## src/rtl/gray_decoder_stream_pkg.sv

```systemverilog
// Shared definitions for the Gray-code receive path: step-direction encodings
// and default widths.
package gray_decoder_stream_pkg;

    localparam int DEFAULT_WIDTH = 4;
    localparam int DEFAULT_CNT_W = 8;

    typedef enum logic [1:0] {
        DIR_HOLD = 2'b00,
        DIR_UP   = 2'b01,
        DIR_DOWN = 2'b10,
        DIR_JUMP = 2'b11
    } dir_t;

endpackage

```

## src/rtl/gray_to_bin.sv

```systemverilog
// Purely combinational Gray-to-binary converter, usable by any receiver.
module gray_to_bin
    import gray_decoder_stream_pkg::*;
#(
    parameter int WIDTH = DEFAULT_WIDTH
) (
    input  logic [WIDTH-1:0] gray,
    output logic [WIDTH-1:0] bin
);

    // Binary bit i is the XOR of all Gray bits from i up to the MSB.
    for (genvar i = 0; i < WIDTH; i++) begin : g_bit
        assign bin[i] = ^(gray >> i);
    end

endmodule

```

## src/rtl/gray_decoder_stream.sv

```systemverilog
// Registered Gray-code stream decoder with step-direction classification
// and a saturating count of illegal multi-bit transitions.
module gray_decoder_stream
    import gray_decoder_stream_pkg::*;
#(
    parameter int WIDTH = DEFAULT_WIDTH,
    parameter int CNT_W = DEFAULT_CNT_W
) (
    input  logic             clk,
    input  logic             rst,
    input  logic [WIDTH-1:0] in_gray,
    input  logic             in_valid,
    output logic             in_ready,
    output logic [WIDTH-1:0] out_bin,
    output logic [1:0]       out_dir,
    output logic             out_valid,
    input  logic             out_ready,
    output logic             step_err,
    output logic [CNT_W-1:0] err_count
);

    logic [WIDTH-1:0] prev_gray;
    logic             have_prev;
    logic [WIDTH-1:0] bin_new;
    logic [WIDTH-1:0] diff;
    logic             diff_zero;
    logic             diff_single;
    logic             accept;
    dir_t             dir_next;
    logic             err_next;

    gray_to_bin #(.WIDTH(WIDTH)) u_gray_to_bin (
        .gray (in_gray),
        .bin  (bin_new)
    );

    assign in_ready    = !out_valid || out_ready;
    assign accept      = in_valid && in_ready;
    assign diff        = in_gray ^ prev_gray;
    assign diff_zero   = (diff == '0);
    assign diff_single = !diff_zero && ((diff & (diff - WIDTH'(1))) == '0);

    // out_bin always holds the decode of prev_gray (both reset to zero and
    // both update on every accept), so it doubles as the previous binary value.
    always_comb begin
        // NOTE: every output gets a default first so no path leaves it unassigned (no latch).
        dir_next = DIR_JUMP;
        err_next = 1'b0;
        if (have_prev) begin
            if (diff_zero) begin
                dir_next = DIR_HOLD;
            end else if (diff_single) begin
                if (bin_new == out_bin + WIDTH'(1)) begin
                    dir_next = DIR_UP;
                end else if (bin_new == out_bin - WIDTH'(1)) begin
                    dir_next = DIR_DOWN;
                end
            end else begin
                err_next = 1'b1;
            end
        end
    end

    // NOTE: sequential state uses non-blocking assignments so all registers update together.
    always_ff @(posedge clk) begin
        if (rst) begin
            out_bin   <= '0;
            out_dir   <= DIR_HOLD;
            out_valid <= 1'b0;
            step_err  <= 1'b0;
            err_count <= '0;
            prev_gray <= '0;
            have_prev <= 1'b0;
        end else begin
            step_err <= 1'b0;
            if (accept) begin
                out_bin   <= bin_new;
                out_dir   <= dir_next;
                out_valid <= 1'b1;
                step_err  <= err_next;
                prev_gray <= in_gray;
                have_prev <= 1'b1;
                if (err_next && (err_count != '1)) begin
                    err_count <= err_count + CNT_W'(1);
                end
            end else if (out_ready) begin
                out_valid <= 1'b0;
            end
        end
    end

endmodule

```

## config.mk

```make
export PLATFORM = sky130hd
export DESIGN_NAME = gray_decoder_stream
export DESIGN_NICKNAME = d
export VERILOG_FILES = /design/src/rtl/gray_decoder_stream_pkg.sv /design/src/rtl/gray_to_bin.sv /design/src/rtl/gray_decoder_stream.sv
export SDC_FILE = /design/constraint.sdc
export NUM_CORES = 1
export LEC_CHECK = 0
export BUFFER_PORTS_ARGS = -buffer_cell sky130_fd_sc_hd__buf_2
export CELL_PAD_IN_SITES_DETAIL_PLACEMENT = 1
export CELL_PAD_IN_SITES_GLOBAL_PLACEMENT = 1
export CORE_MARGIN = 2
export CORE_UTILIZATION = 41
export DETAILED_ROUTE_END_ITERATION = 16
export PLACE_DENSITY = 0.79
export SYNTH_ARGS = -nofsm -noshare
export SYNTH_HDL_FRONTEND = slang
export SYNTH_SLANG_ARGS = --single-unit
```

## constraint.sdc

```tcl
create_clock -name clk -period 3.1 [get_ports clk]
set_input_delay 0.155 -clock clk [delete_from_list [all_inputs] [get_ports clk]]
set_output_delay 0.155 -clock clk [all_outputs]
set_load 0.005 [all_outputs]
```

==> results.sh, run 1 <==
export IMPL_status="completed"
export IMPL_die_h_um=55.76
export IMPL_ioPinCount=25
export IMPL_die_w_um=55.76
export IMPL_skew_ns=0.01224
export IMPL_first_pass_iters=3
export IMPL_yosys_area_top_type_share=0.3645
export IMPL_powerDensity_mw_per_mm2=431.1
export IMPL_synth_cells=131
export IMPL_syn_to_final_growth_pct=14.47
export IMPL_hold_path_depth=3
export IMPL_numCtsBuffers=3
export IMPL_synth_seq_area_share=0.3645
export IMPL_crit_fanout=16
export IMPL_path_clk_slew_ns=0.12
export IMPL_drv_slew=0
export IMPL_rows=18
export IMPL_grt_max_degree=22
export IMPL_cp_data_required_time_ns=3.30
export IMPL_start_util=0.4394
export IMPL_synthArstFlopShare=0
export IMPL_clockBufferDepth=2
export IMPL_timing_final_crit_period_ns=2.207
export IMPL_yosysMostFrequentCell="dfxtp_1"
export IMPL_grt_total_usage=0.1859
export IMPL_fillers=308
export IMPL_fin_crit_sh=0.7119
export IMPL_synth_simple_area_share=0.2460
export IMPL_min_delay_start="in_valid"
export IMPL_final_util=0.5030
export IMPL_synth_mux_area_frac=0.02050
export IMPL_max_vdd_ir_drop_uv=236.2
export IMPL_synthAdderAreaFrac=0.03417
export IMPL_synth_area_leaders="dfxtp_1, xnor2_1, a21oi_1"
export IMPL_routabilityCongestion=0.7455
export IMPL_gr_total_overflow=0
export IMPL_syn_num_nets=142
export IMPL_cts_tree="done"
export IMPL_rsz0062_at_grt="false"
export IMPL_timing_fmax_mhz=453.1
export IMPL_ant_nets=0
export IMPL_ys_warnings_count=0
export IMPL_grt_pass1_wl_um=4671
export IMPL_p_leak_nw=0.5079
export IMPL_ys_types=33
export IMPL_portBuffers=24
export IMPL_cts_sinks=20
export IMPL_r2r_setup_slack_ns=0.89
export IMPL_synthFlopType="dfxtp_1"
export IMPL_critical_path_class="reg -> reg"
export IMPL_clock_latency_ns=0.30
export IMPL_drc=0
export IMPL_synth_compound_area_frac=0.1629
export IMPL_cts_setup_buffers=0
export IMPL_dp_hpwl_um=2002
export IMPL_drtIter0Drc=8
export IMPL_cp_arrival_ns=2.41
export IMPL_min_to="out_valid"
export IMPL_critPathCaptureType="flop"
export IMPL_synth_common_cells="dfxtp_1, nand2_1, a21oi_1, xnor2_1"
export IMPL_synthXorXnorAreaFrac=0.1264
export IMPL_timing_final_hold_violations=0
export IMPL_dp_cells=178
export IMPL_htreeDepth=1
export IMPL_antenna_found_initial=0
export IMPL_drt_total_wl_um=2591
export IMPL_setup_viol=0
export IMPL_diodes=0
export IMPL_cts_root_buf="clkbuf_4"
export IMPL_cts_hold_repair_buffers=0
export IMPL_regToRegEndpoint="err_count[5]"
export IMPL_drv_cap=0
export IMPL_fp_dieArea_mm2=0.003109
export IMPL_yosysTopAreaCell="dfxtp_1"
export IMPL_core_area_mm2=0.002500
export IMPL_r2r_start="out_valid"
export IMPL_relSlewSlack=0.5360
export IMPL_avgSynthCellArea_um2=8.386
export IMPL_ctsResizeCount=0
export IMPL_synth_top_family_by_area="simple AND/OR/NAND/NOR gates"
export IMPL_ys_seq_elements=20
export IMPL_final_setup_tns_ns=0
export IMPL_wire_per_inst_um=14.24
export IMPL_grt_pass1_vias=1053
export IMPL_syn_area_mm2=0.001099
export IMPL_num_vias=993
export IMPL_worstSetupStartpointType="flop"
export IMPL_num_nets_final=164
export IMPL_fin_cells=182
export IMPL_hold_class="in -> reg"
export IMPL_drive_above_1_share=0.2368
export IMPL_worst_slew_pin_slew_ns=0.6910
export IMPL_viasPerCell=5.456
export IMPL_r2r_cells=5
export IMPL_synth_edf_count=0
cells by family (layout without fill, tap and decap cells):
| group | count (synthesis) | in the layout |
|---|---|---|
| compound gates | 29 | 29 |
| xor+xnor | 15 | 15 |
| fa+ha+maj | 3 | 3 |
| buf+inv | 11 | 32 |
| flops | 20 | 20 |
| mux | 2 | 2 |
| simple gates | 51 | 51 |
critical path, cell delays in order, from the launching register on:
cell and delay (ns):
dfxtp_1 0.33, nand2b_2 0.09, and2_1 0.49, nand4_2 0.42, nor4_1 0.41, mux2_2 0.38
metal layers:
layer	global-route usage	wire length, um	vias up
li1	-	-	499
met1	0.2031	1084	477
met2	0.3639	1428	15
met3	0.02791	63	2
met4	0.05226	15	0
met5	0	0	-
area by class of cell:
cell class,instances,area [um^2],share of cell area
timing repair buffer,24,120.1,0.09552
clock buffer,4,36.28,0.02886
tap,30,37.54,0.02985
multi-input combinational,100,648.1,0.5154
inverter,4,15.01,0.01194
sequential,20,400.4,0.3184
flip-flops by register name, summed over array words and instances, names as in the netlist:
register,cells
out_dir,2
out_valid,1
step_err,1
out_bin,4
prev_gray,3
have_prev,1
err_count,8
power breakdown:
| part | switching, mW | total, mW | internal [mW] |
|---|---|---|---|
| sequential | 0.0140 | 0.283 | 0.269 |
| clock | 0.0775 | 0.149 | 0.0716 |
| combinational | 0.0616 | 0.110 | 0.0483 |
stage by stage:
step | worst slack, ns | power (mW) | hold WS, ns | area [um^2]
3_5_place_dp | 0.8523 | 0.4006 | 0.4223 | 1221
2_1_floorplan | 1.453 | 0.3688 | 0.2845 | 1099
5_1_grt | 0.5769 | 0.5750 | 0.09471 | 1257
4_1_cts | 0.8461 | 0.5539 | 0.08757 | 1257
6_report | 0.8930 | 0.5421 | 0.1117 | 1257
3_3_place_gp | 0.9985 | 0.3926 | 0.4092 | 1221
layout by cell type (no fill, tap or decap), types with 4 or more instances in the layout:
| master | n |
|---|---|
| or3_1 | 4 |
| o21ai_0 | 8 |
| nor2_1 | 8 |
| nand2_1 | 16 |
| dfxtp_1 | 20 |
| a21oi_1 | 12 |
| buf_2 | 24 |
| nand3_1 | 4 |
| inv_1 | 4 |
| xnor2_1 | 12 |
worst max-delay path by stage:
stage | cells after the start | to | slack, ns | startpoint
after floorplan | 6 | err_count[5] | 1.45 | out_valid
after global placement | 5 | err_count[5] | 1.0 | out_valid
after detailed placement | 5 | err_count[5] | 0.85 | out_valid
after CTS | 5 | err_count[5] | 0.85 | out_valid
after global routing | 5 | err_count[5] | 0.58 | out_valid
final | 5 | err_count[5] | 0.89 | out_valid
(Power assumes the default switching activity.)
==> inputs of run 2 (changes only) <==
Settings changed: CORE_UTILIZATION 41 to 35, PLACE_DENSITY 0.79 to 0.71.
Clock period 3.1 ns to 1.9 ns, I/O delays scaled along.
==> results.sh, run 2 (same netlist as run 1, synthesis figures left out) <==
export IMPL_intPower_uw=643.5
export IMPL_grt_max_degree=22
export IMPL_timing_fmax_mhz=580.6
export IMPL_gr_total_overflow=0
export IMPL_layout_common_cells="buf_2, dfxtp_1, nand2_1, a21oi_1, xnor2_1"
export IMPL_worst_slew_pin_slew_ns=0.4405
export IMPL_drc=0
export IMPL_die_h_um=60.03
export IMPL_switchingPower_uw=261.0
export IMPL_status="completed"
export IMPL_critPathBufInv=1
export IMPL_cts_setup_buffers=0
export IMPL_final_setup_tns_ns=0
export IMPL_fillers=371
export IMPL_core_area_mm2=0.003028
export IMPL_start_util=0.3628
export IMPL_rsz0062_at_grt="false"
export IMPL_setup_viol=0
export IMPL_place_area_mm2=0.001276
export IMPL_ant_nets=0
export IMPL_ctsResizeCount=0
export IMPL_grt_pass1_vias=1058
export IMPL_cts_tree="done"
export IMPL_powerDensity_mw_per_mm2=685.9
export IMPL_critical_path_class="reg -> reg"
export IMPL_skew_ns=0.003980
export IMPL_combinationalPowerShare=0.210
export IMPL_routabilityCongestion=0.7828
export IMPL_dp_cells=197
export IMPL_drv_cap=0
export IMPL_clock_latency_ns=0.30
export IMPL_clockBufferDepth=2
export IMPL_holdWs_ns=0.02744
export IMPL_viasPerCell=5.204
export IMPL_final_util=0.4355
export IMPL_ioPinCount=25
export IMPL_largest_reg_flops=8
export IMPL_fin_cells=201
export IMPL_die_w_um=60.03
export IMPL_crit_chain="xnor2_2, o211ai_2, nand4_2, buf_4, or3_1, a21oi_1"
export IMPL_crit_fanout=6
export IMPL_rows=20
export IMPL_seqPwrFrac=0.511
export IMPL_timing_final_crit_period_ns=1.722
export IMPL_cp_slowest_cell="dfxtp_1"
export IMPL_multi_input_area_um2=654.4
export IMPL_cts_sinks=20
export IMPL_relSlewSlack=0.7053
export IMPL_antenna_found_initial=0
export IMPL_layout_commonest_cell="buf_2"
export IMPL_crit_family="simple AND/OR/NAND/NOR gates"
export IMPL_first_pass_iters=4
export IMPL_drt_total_wl_um=2681
export IMPL_p_leak_nw=0.5310
export IMPL_reg_top3="err_count (8), out_bin (4), prev_gray (3)"
export IMPL_layout_setup_ws_ns=0.1776
export IMPL_final_area_mm2=0.001319
export IMPL_worstSetupStartpointType="flop"
export IMPL_p_clk_frac=0.279
export IMPL_numCtsBuffers=3
export IMPL_fin_crit_sh=0.9065
export IMPL_path_clk_slew_ns=0.12
export IMPL_drtIter0Drc=34
export IMPL_wire_per_inst_um=13.34
export IMPL_total_power_uw=904.5
export IMPL_fp_dieArea_mm2=0.003603
export IMPL_num_vias=1046
export IMPL_timing_final_hold_violations=0
export IMPL_max_vdd_ir_drop_uv=232.3
export IMPL_drive_above_1_share=0.2675
export IMPL_sw_frac_of_total=0.2885
export IMPL_dp_hpwl_um=2080
export IMPL_register_area_um2=400.4
export IMPL_portBuffers=24
export IMPL_drv_slew=0
export IMPL_syn_to_final_growth_pct=20.05
export IMPL_diodes=0
export IMPL_grt_total_usage=0.1722
export IMPL_dp_worst_setup_slack_ns=0.1735
export IMPL_cp_arrival_ns=1.96
export IMPL_cts_hold_repair_buffers=0
export IMPL_num_nets_final=169
export IMPL_regMostFlops="err_count"
export IMPL_grt_pass1_wl_um=4623
export IMPL_cp_data_required_time_ns=2.14
export IMPL_critPathCaptureType="flop"
export IMPL_htreeDepth=1
export IMPL_hold_class="in -> reg"
export IMPL_slowest_delay_ns=0.37
export IMPL_cts_root_buf="clkbuf_4"
## run 2: power groups by stage
stage	Combinational [mW]	Sequential, mW	Clock, mW
after global routing	0.215	0.465	0.283
after detailed placement	0.193	0.472	0
final	0.190	0.462	0.252
after CTS	0.193	0.462	0.264
after global placement	0.186	0.470	0
after floorplan	0.134	0.468	0
## run 2: cell type report
type,count,share of cell area
Clock buffer,4,0.02751
Inverter,4,0.01139
Timing Repair Buffer,29,0.1195
Multi-Input combinational cell,100,0.4962
Sequential cell,20,0.3036
Tap cell,44,0.04175
## run 2: path summary, 6_finish.rpt
kind | start | end | slack, ns | depth (start not counted)
worst min register to register | prev_gray[0] | prev_gray[0] | 0.48 | 2
worst max register to register | out_bin[3] | err_count[4] | 0.18 | 6
worst min-delay path | in_valid | out_valid | 0.03 | 3
worst max-delay path | out_bin[3] | err_count[4] | 0.18 | 6
## run 2: worst reg2reg max path: stages (launching register included)
cell and delay (ns):
dfxtp_1 0.37, xnor2_2 0.21, o211ai_2 0.20, nand4_2 0.18, buf_4 0.20, or3_1 0.34, a21oi_1 0.16
## run 2: per-layer routing
layer  track usage  share of wire
met4       0.07619          0.017
met2        0.3168           0.52
met3       0.02597          0.031
met5             0              0
met1        0.1926           0.43
